--- src/rtl/defs.sv ---
// Shared definitions for the temperature monitor: command opcodes, response
// codes, alarm and command state encodings, and saturating threshold helpers.
package tmod_pkg;

  // Command opcodes from the bus Master; encodings 6 and 7 are undefined.
  typedef enum logic [2:0] {
    TMOD_NOP      = 3'd0,
    TMOD_SET_HI   = 3'd1,
    TMOD_SET_LO   = 3'd2,
    TMOD_SET_HYST = 3'd3,
    TMOD_READ     = 3'd4,
    TMOD_CLR_AVG  = 3'd5
  } TMOD_OP;

  // Response codes driven on status.
  localparam logic [1:0] TMOD_STATUS_OK   = 2'b00;
  localparam logic [1:0] TMOD_STATUS_HOT  = 2'b01;
  localparam logic [1:0] TMOD_STATUS_COLD = 2'b10;
  localparam logic [1:0] TMOD_STATUS_ERR  = 2'b11;

  // Alarm states share their encoding with the status code reported for them.
  typedef enum logic [1:0] {
    ALARM_NORMAL = 2'b00,
    ALARM_HOT    = 2'b01,
    ALARM_COLD   = 2'b10
  } alarm_e;

  typedef enum logic [1:0] {
    CMD_IDLE = 2'd0,
    CMD_EXEC = 2'd1,
    CMD_RESP = 2'd2
  } cmd_e;

  // hi - hyst, clamped at 0.
  function automatic logic [7:0] sat_sub8(input logic [7:0] a, input logic [3:0] b);
    logic [8:0] d;
    d = {1'b0, a} - {5'b0, b};
    return d[8] ? 8'd0 : d[7:0];
  endfunction

  // lo + hyst, clamped at 255.
  function automatic logic [7:0] sat_add8(input logic [7:0] a, input logic [3:0] b);
    logic [8:0] s;
    s = {1'b0, a} + {5'b0, b};
    return s[8] ? 8'hFF : s[7:0];
  endfunction

endpackage

--- src/rtl/tmod_avg.sv ---
// Moving-average filter: shifts qualified samples into a history, sums it and
// registers the truncated mean together with a "history full" flag.
module tmod_avg #(
  parameter int AVG_LOG2 = 2
) (
  input  logic       clk,
  input  logic       reset,
  input  logic       clear,
  input  logic [7:0] sample,
  input  logic       sample_vld,
  output logic [7:0] avg,
  output logic       avg_ok
);

  localparam int DEPTH  = 1 << AVG_LOG2;
  localparam int SUM_W  = 8 + AVG_LOG2;
  localparam int FILL_W = AVG_LOG2 + 1;

  logic [DEPTH-1:0][7:0] hist_q, hist_d;
  logic [FILL_W-1:0]     fill_q, fill_d;
  logic [SUM_W-1:0]      sum;
  logic [7:0]            avg_q;
  logic                  avg_ok_q;
  logic                  full;

  assign full = (fill_q == FILL_W'(DEPTH));

  // Clear has priority over a same-cycle sample, so that sample is dropped.
  genvar gi;
  generate
    for (gi = 0; gi < DEPTH; gi++) begin : g_hist
      if (gi == 0) begin : g_head
        assign hist_d[gi] = clear ? 8'd0 : (sample_vld ? sample : hist_q[gi]);
      end else begin : g_tail
        assign hist_d[gi] = clear ? 8'd0 : (sample_vld ? hist_q[gi-1] : hist_q[gi]);
      end
    end
  endgenerate

  // Fill count saturates at the history depth.
  always_comb begin
    fill_d = fill_q;
    if (clear) fill_d = '0;
    else if (sample_vld && !full) fill_d = fill_q + 1'b1;
  end

  // Sum of the whole history; wide enough that it never overflows.
  always_comb begin
    sum = '0;
    for (int i = 0; i < DEPTH; i++) sum = sum + SUM_W'(hist_q[i]);
  end

  // History, fill count, and the registered mean with its qualifier aligned.
  always_ff @(posedge clk or negedge reset) begin
    if (!reset) begin
      hist_q   <= '0;
      fill_q   <= '0;
      avg_q    <= '0;
      avg_ok_q <= 1'b0;
    end else begin
      hist_q   <= hist_d;
      fill_q   <= fill_d;
      avg_q    <= clear ? 8'd0 : sum[SUM_W-1:AVG_LOG2];
      avg_ok_q <= clear ? 1'b0 : full;
    end
  end

  assign avg    = avg_q;
  assign avg_ok = avg_ok_q;

endmodule

--- src/rtl/tmod_monitor.sv ---
// Slave-side temperature monitor: averaged alarm FSM with thresholds and
// hysteresis, plus a three-state command engine answering the bus Master.
module tmod_monitor
  import tmod_pkg::*;
#(
  parameter int         AVG_LOG2     = 2,
  parameter logic [7:0] HI_DEFAULT   = 8'd80,
  parameter logic [7:0] LO_DEFAULT   = 8'd10,
  parameter logic [3:0] HYST_DEFAULT = 4'd2
) (
  input  logic       clk,
  input  logic       reset,
  input  logic [2:0] op,
  input  logic [7:0] opnd,
  output logic [1:0] status,
  output logic       valid,
  output logic       ready,
  input  logic [7:0] sample,
  input  logic       sample_vld,
  output logic       alarm_hot,
  output logic       alarm_cold
);

  cmd_e       cmd_q, cmd_d;
  alarm_e     alarm_q, alarm_d;
  logic [2:0] op_q;
  logic [7:0] opnd_q;
  logic [7:0] hi_q, hi_d, lo_q, lo_d;
  logic [3:0] hyst_q, hyst_d;
  logic [1:0] status_q, status_d;
  logic       valid_q, ready_q, alarm_hot_q, alarm_cold_q;
  logic       accept, clr_exec, avg_ok;
  logic [7:0] avg, hot_exit, cold_exit;

  assign accept   = (cmd_q == CMD_IDLE) && ready_q && (op != TMOD_NOP);
  assign clr_exec = (cmd_q == CMD_EXEC) && (op_q == TMOD_CLR_AVG);

  tmod_avg #(.AVG_LOG2(AVG_LOG2)) u_avg (
    .clk        (clk),
    .reset      (reset),
    .clear      (clr_exec),
    .sample     (sample),
    .sample_vld (sample_vld),
    .avg        (avg),
    .avg_ok     (avg_ok)
  );

  assign hot_exit  = sat_sub8(hi_q, hyst_q);
  assign cold_exit = sat_add8(lo_q, hyst_q);

  // Alarm next state; a clear or an incomplete history pins it to NORMAL.
  always_comb begin
    alarm_d = alarm_q;
    if (clr_exec || !avg_ok) begin
      alarm_d = ALARM_NORMAL;
    end else begin
      case (alarm_q)
        ALARM_NORMAL: if (avg > hi_q) alarm_d = ALARM_HOT;
                      else if (avg < lo_q) alarm_d = ALARM_COLD;
        ALARM_HOT:    if (avg < lo_q) alarm_d = ALARM_COLD;
                      else if (avg <= hot_exit) alarm_d = ALARM_NORMAL;
        ALARM_COLD:   if (avg > hi_q) alarm_d = ALARM_HOT;
                      else if (avg >= cold_exit) alarm_d = ALARM_NORMAL;
        default:      alarm_d = ALARM_NORMAL;
      endcase
    end
  end

  // Command sequencing; EXEC decides the write and the response code. The
  // reported alarm is alarm_d because that is what alarm_q holds during RESP.
  always_comb begin
    cmd_d    = cmd_q;
    hi_d     = hi_q;
    lo_d     = lo_q;
    hyst_d   = hyst_q;
    status_d = status_q;
    case (cmd_q)
      CMD_IDLE: if (accept) cmd_d = CMD_EXEC;
      CMD_EXEC: begin
        cmd_d = CMD_RESP;
        case (op_q)
          TMOD_SET_HI: begin
            if (opnd_q <= lo_q) status_d = TMOD_STATUS_ERR;
            else begin
              hi_d     = opnd_q;
              status_d = alarm_d;
            end
          end
          TMOD_SET_LO: begin
            if (opnd_q >= hi_q) status_d = TMOD_STATUS_ERR;
            else begin
              lo_d     = opnd_q;
              status_d = alarm_d;
            end
          end
          TMOD_SET_HYST: begin
            if (opnd_q > 8'd15) status_d = TMOD_STATUS_ERR;
            else begin
              hyst_d   = opnd_q[3:0];
              status_d = alarm_d;
            end
          end
          TMOD_READ:    status_d = alarm_d;
          TMOD_CLR_AVG: status_d = TMOD_STATUS_OK;
          default:      status_d = TMOD_STATUS_ERR;
        endcase
      end
      default: cmd_d = CMD_IDLE;
    endcase
  end

  // State, configuration and registered outputs.
  always_ff @(posedge clk or negedge reset) begin
    if (!reset) begin
      cmd_q        <= CMD_IDLE;
      alarm_q      <= ALARM_NORMAL;
      op_q         <= TMOD_NOP;
      opnd_q       <= '0;
      hi_q         <= HI_DEFAULT;
      lo_q         <= LO_DEFAULT;
      hyst_q       <= HYST_DEFAULT;
      status_q     <= TMOD_STATUS_OK;
      valid_q      <= 1'b0;
      ready_q      <= 1'b0;
      alarm_hot_q  <= 1'b0;
      alarm_cold_q <= 1'b0;
    end else begin
      cmd_q        <= cmd_d;
      alarm_q      <= alarm_d;
      if (accept) begin
        op_q   <= op;
        opnd_q <= opnd;
      end
      hi_q         <= hi_d;
      lo_q         <= lo_d;
      hyst_q       <= hyst_d;
      status_q     <= status_d;
      valid_q      <= (cmd_d == CMD_RESP);
      ready_q      <= (cmd_d == CMD_IDLE);
      alarm_hot_q  <= (alarm_d == ALARM_HOT);
      alarm_cold_q <= (alarm_d == ALARM_COLD);
    end
  end

  assign status     = status_q;
  assign valid      = valid_q;
  assign ready      = ready_q;
  assign alarm_hot  = alarm_hot_q;
  assign alarm_cold = alarm_cold_q;

endmodule

--- config.mk ---
export PLATFORM = sky130hd
export DESIGN_NAME = tmod_monitor
export DESIGN_NICKNAME = d
export VERILOG_FILES = /design/src/rtl/defs.sv /design/src/rtl/tmod_avg.sv /design/src/rtl/tmod_monitor.sv
export SDC_FILE = /design/constraint.sdc
export NUM_CORES = 1
export LEC_CHECK = 0
export ABC_AREA = 1
export CORE_MARGIN = 5
export CORE_UTILIZATION = 61
export CTS_CLUSTER_DIAMETER = 80
export DETAILED_ROUTE_END_ITERATION = 6
export PLACE_DENSITY = 0.91
export SLEW_MARGIN = 10
export SYNTH_ARGS = -nofsm -noshare
export SYNTH_HDL_FRONTEND = slang
export SYNTH_SLANG_ARGS = --single-unit
--- constraint.sdc ---
create_clock -name clk -period 3.5 [get_ports clk]
set_input_delay 0.7 -clock clk [delete_from_list [all_inputs] [get_ports clk]]
set_output_delay 0.7 -clock clk [all_outputs]
set_load 0.05 [all_outputs]
==> flow_summary.ini <==
[cells_and_area]
areaGrowthSynthToFinish_pct = 11.81
final-seq-area_sq_mm = 0.002108
filler_instances = 683
multi_input_comb_area_sq_mm = 0.003084
fraction_of_layout_cells_with_a_size_suffix_above_1 = 0.05995
antennaDiodeCount = 0
final_net_count = 835
finalNonFillerCells = 845
design_area_final_sq_mm = 0.006276

[logic_synthesis]
postSynth.asyncResetShare = 1.000
ys_seq_elements = 84
postSynthAreaPerCell_sq_um = 8.041
yosysTopAreaCell = sky130_fd_sc_hd__dfrtp_1
synth_cell_types = 34
synth_top_cells_by_count = sky130_fd_sc_hd__nand2_1, sky130_fd_sc_hd__inv_1, sky130_fd_sc_hd__dfrtp_1, sky130_fd_sc_hd__ha_1, sky130_fd_sc_hd__o21ai_0
number_of_synthesized_flops_with_an_enable_pin = 0
synthCells = 698
seq_area_frac_synth = 0.3756
synthMostInstantiatedCell = sky130_fd_sc_hd__nand2_1
synth_area_sq_mm = 0.005613
synth_fp_nets = 804
ys_dominant_reg_cell = sky130_fd_sc_hd__dfrtp_1
yosysTopAreaCellShare = 0.3522
yosys_warnings = 0
synth_area_leaders = sky130_fd_sc_hd__dfrtp_1, sky130_fd_sc_hd__ha_1, sky130_fd_sc_hd__nand2_1, sky130_fd_sc_hd__inv_1, sky130_fd_sc_hd__o21ai_0

[route]
route.vias.total = 4826
finalWirelength_um = 12800
dr.pass1.iters = 7
ant_nets = 0
drc = 4
detailedRoute.firstIterationViolations = 258
wl_per_cell_um = 15.15
viasPerCell = 5.711

[critical_path]
critical_path.startpoint = hi_q[0]$_DFFE_PN0P_
slowest_stage = sky130_fd_sc_hd__dfrtp_1
timing.critical_path.required_ns = 3.75
reg2reg_to = status[0]$_DFFE_PN0P_
r2r_cells = 22
reg2reg_slack_ns = 0.11
critPathMaxFanout = 4
critical_path.endpoint = status[0]$_DFFE_PN0P_
critPathMaxStageDelay_ns = 0.40
critPathTopFamily = simple AND/OR/NAND/NOR gates
worst-endpoint-arrival_ns = 3.64
worstReg2RegStart = hi_q[0]$_DFFE_PN0P_
cp_num_cells = 22
path_common_cell = sky130_fd_sc_hd__inv_1
timing.critical_path.cells = inv_1, ha_1, fa_2, nor2_2, o21ai_0, inv_1, nor3_2, inv_1, nor2_1, inv_1, nor2_4, or2_2, ha_1, a21oi_1, o21ai_0, nand2_1, nand2_1, nand3b_1, nand2_1, nand3_1, nand4_1, nor2b_1
start_kind = flop
timing.critical_path.to_type = flop
path_buf_inv = 4
critPathKind = flop to flop

[global_route]
grt_overflow_total = 0
antenna_violations_before_repair = 0
combined_global_route_utilization_of_all_metal_layers = 0.2397
grt_first_pass_wirelength_um = 21870
grt_start_max_net_pins = 85
first_global_vias = 5059

[clocking]
cts_htree_levels = 3
ctsHoldBuffers = 0
clkLatencyLatePin_ns = 0.37
root_buffer = sky130_fd_sc_hd__clkbuf_8
clk_pin_slew_ns = 0.10
clock-sinks = 84
clock_tree.buffer_depth = 2
tritoncts_clock_tree = built
numCtsBuffers = 9

[flow_run]
timing.max_cap.violations = 0

[min_path]
hp-class = input port to asynchronous set/reset pin

[timing]
fin_setup_tns_ns = 0
timing.slew.headroom = 0.3007
max_slew.worst_pin.slew_ns = 1.049
clock.fmax_mhz = 295.0
finalCriticalPeriod_ns = 3.389
finalHoldViolCount = 0
final-max-slew-violation-count = 0
timing.final.setup_violations = 0
fin_crit_sh = 0.9684
grt_setup_unrepaired = true
finClkSkew_ns = 0.01501

[outcome]
violations = design-rule violations
outcome = complete, but fails checks

[power_and_ir_drop]
share_comb_of_total_power = 0.610
share_seq_of_total_power = 0.275
worst_ir_drop_vdd_mv = 0.3974
clock_power_frac = 0.116
power_switching_share = 0.4909
total_switching_power_mw = 3.113
cellInternalPower_mw = 3.228
cellPowerDensity_mw_per_mm2 = 1010
total_leakage_power_nw = 3.107

[die]
fp.dieArea_sq_mm = 0.01122
initial_util = 0.6162
chipHeight_um = 105.9
floorplan.die.width_um = 105.9
placement_rows = 35
ioPinCount = 28
design.core.area_sq_mm = 0.009109

[place]
place.port_buffers = 27
dp.cells = 826
hpwlAfterDp_um = 9448
placed_area_sq_mm = 0.006002
place.gp.congestion = 0.9468
==> power by group through the flow <==
| stage | registers (mW) | clock network, mW | logic, mW |
|---|---|---|---|
| global placement | 1.71 | 0 | 3.47 |
| finish | 1.74 | 0.732 | 3.87 |
| global route | 1.78 | 0.776 | 4.46 |
| floorplan | 1.73 | 0 | 2.72 |
| detailed placement | 1.74 | 0 | 3.71 |
| CTS | 1.73 | 0.738 | 3.79 |
==> registers in the layout, summed over array words and instances (netlist names), 2 cells and up <==
signal        cells
u_avg.hist_q     32
opnd_q            8
hi_q              8
hyst_q            4
u_avg.avg         8
cmd_q             2
alarm_q           2
u_avg.fill_q      3
op_q              3
lo_q              8
status            2
==> worst min-delay path by stage <==
stage | slack [ns] | endpoint | from | cells after the start
after global routing | 0.54 | lo_q[3]$_DFFE_PN1P_ | lo_q[3]$_DFFE_PN1P_ | 2
after detailed placement | 0.50 | u_avg.hist_q[28]$_DFFE_PN0P_ | u_avg.hist_q[20]$_DFFE_PN0P_ | 2
after floorplan | 0.40 | alarm_cold$_DFF_PN0_ | reset | 0
final | 0.48 | lo_q[6]$_DFFE_PN0P_ | reset | 1
after global placement | 0.48 | u_avg.hist_q[28]$_DFFE_PN0P_ | u_avg.hist_q[20]$_DFFE_PN0P_ | 2
after CTS | 0.53 | lo_q[3]$_DFFE_PN1P_ | lo_q[3]$_DFFE_PN1P_ | 2
==> layer usage <==
metal  share of wire  vias up  GRT usage
li1                -     2347          -
met1            0.38     2271     0.2637
met2            0.53      150     0.4458
met3           0.051       58    0.03704
met4           0.040        0     0.1203
met5               0        -          0
==> timing repair <==
item,CTS,global route
pin swaps,0,3
setup endpoints to repair,1,4
buffers inserted,0,3
gates resized for setup,1,10
gates cloned,0,0
==> metrics by stage <==
stage | utilization | power, mW | worst slack, ns | hold slack [ns]
after floorplan | - | 4.446 | 0.5096 | 0.4044
after global placement | 0.6589 | 5.179 | 0.2554 | 0.4840
after detailed placement | 0.6589 | 5.455 | 0.05629 | 0.4990
after CTS | 0.6820 | 6.252 | 0.04131 | 0.5291
after global routing | 0.6890 | 7.021 | -0.09676 | 0.5444
final | 0.6890 | 6.340 | 0.1105 | 0.4829
==> cell families (layout without fill, tap and decap cells) <==
kind of cell               count (synthesis)  after routing  share of synthesized area
and+or+nand+nor                          251            251                     0.1899
AOI/OAI and AO/OA                        147            147                     0.1378
xor gates and xnor gates                   7              7                    0.01092
DFF                                       84             84                     0.3756
buffers and inverters                    125            161                    0.08381
adders and majority gates                 84             84                     0.2020
==> final cells by class <==
class,count,share of cell area
Tap cell,111,0.02213
Clock inverter,7,0.01336
Clock buffer,9,0.01974
Timing Repair Buffer,34,0.05104
Multi-Input combinational cell,489,0.4914
Inverter,111,0.06639
Sequential cell,84,0.3359
==> cell usage in the layout, fill, tap and decap left out, drive strengths merged, types with 5 or more instances in the layout <==
master | netlist | layout
nand4 | 9 | 9
nand3 | 35 | 35
nor2 | 45 | 45
dfstp | 5 | 5
clkdlybuf4s50 | 0 | 26
buf | 3 | 8
o21ai | 70 | 70
fa | 11 | 11
inv | 110 | 112
a21oi | 62 | 62
nand2 | 146 | 146
ha | 73 | 73
clkbuf | 11 | 9
dfrtp | 79 | 79
nor3 | 5 | 5
No activity file was read; power rests on OpenSTA's default activity.
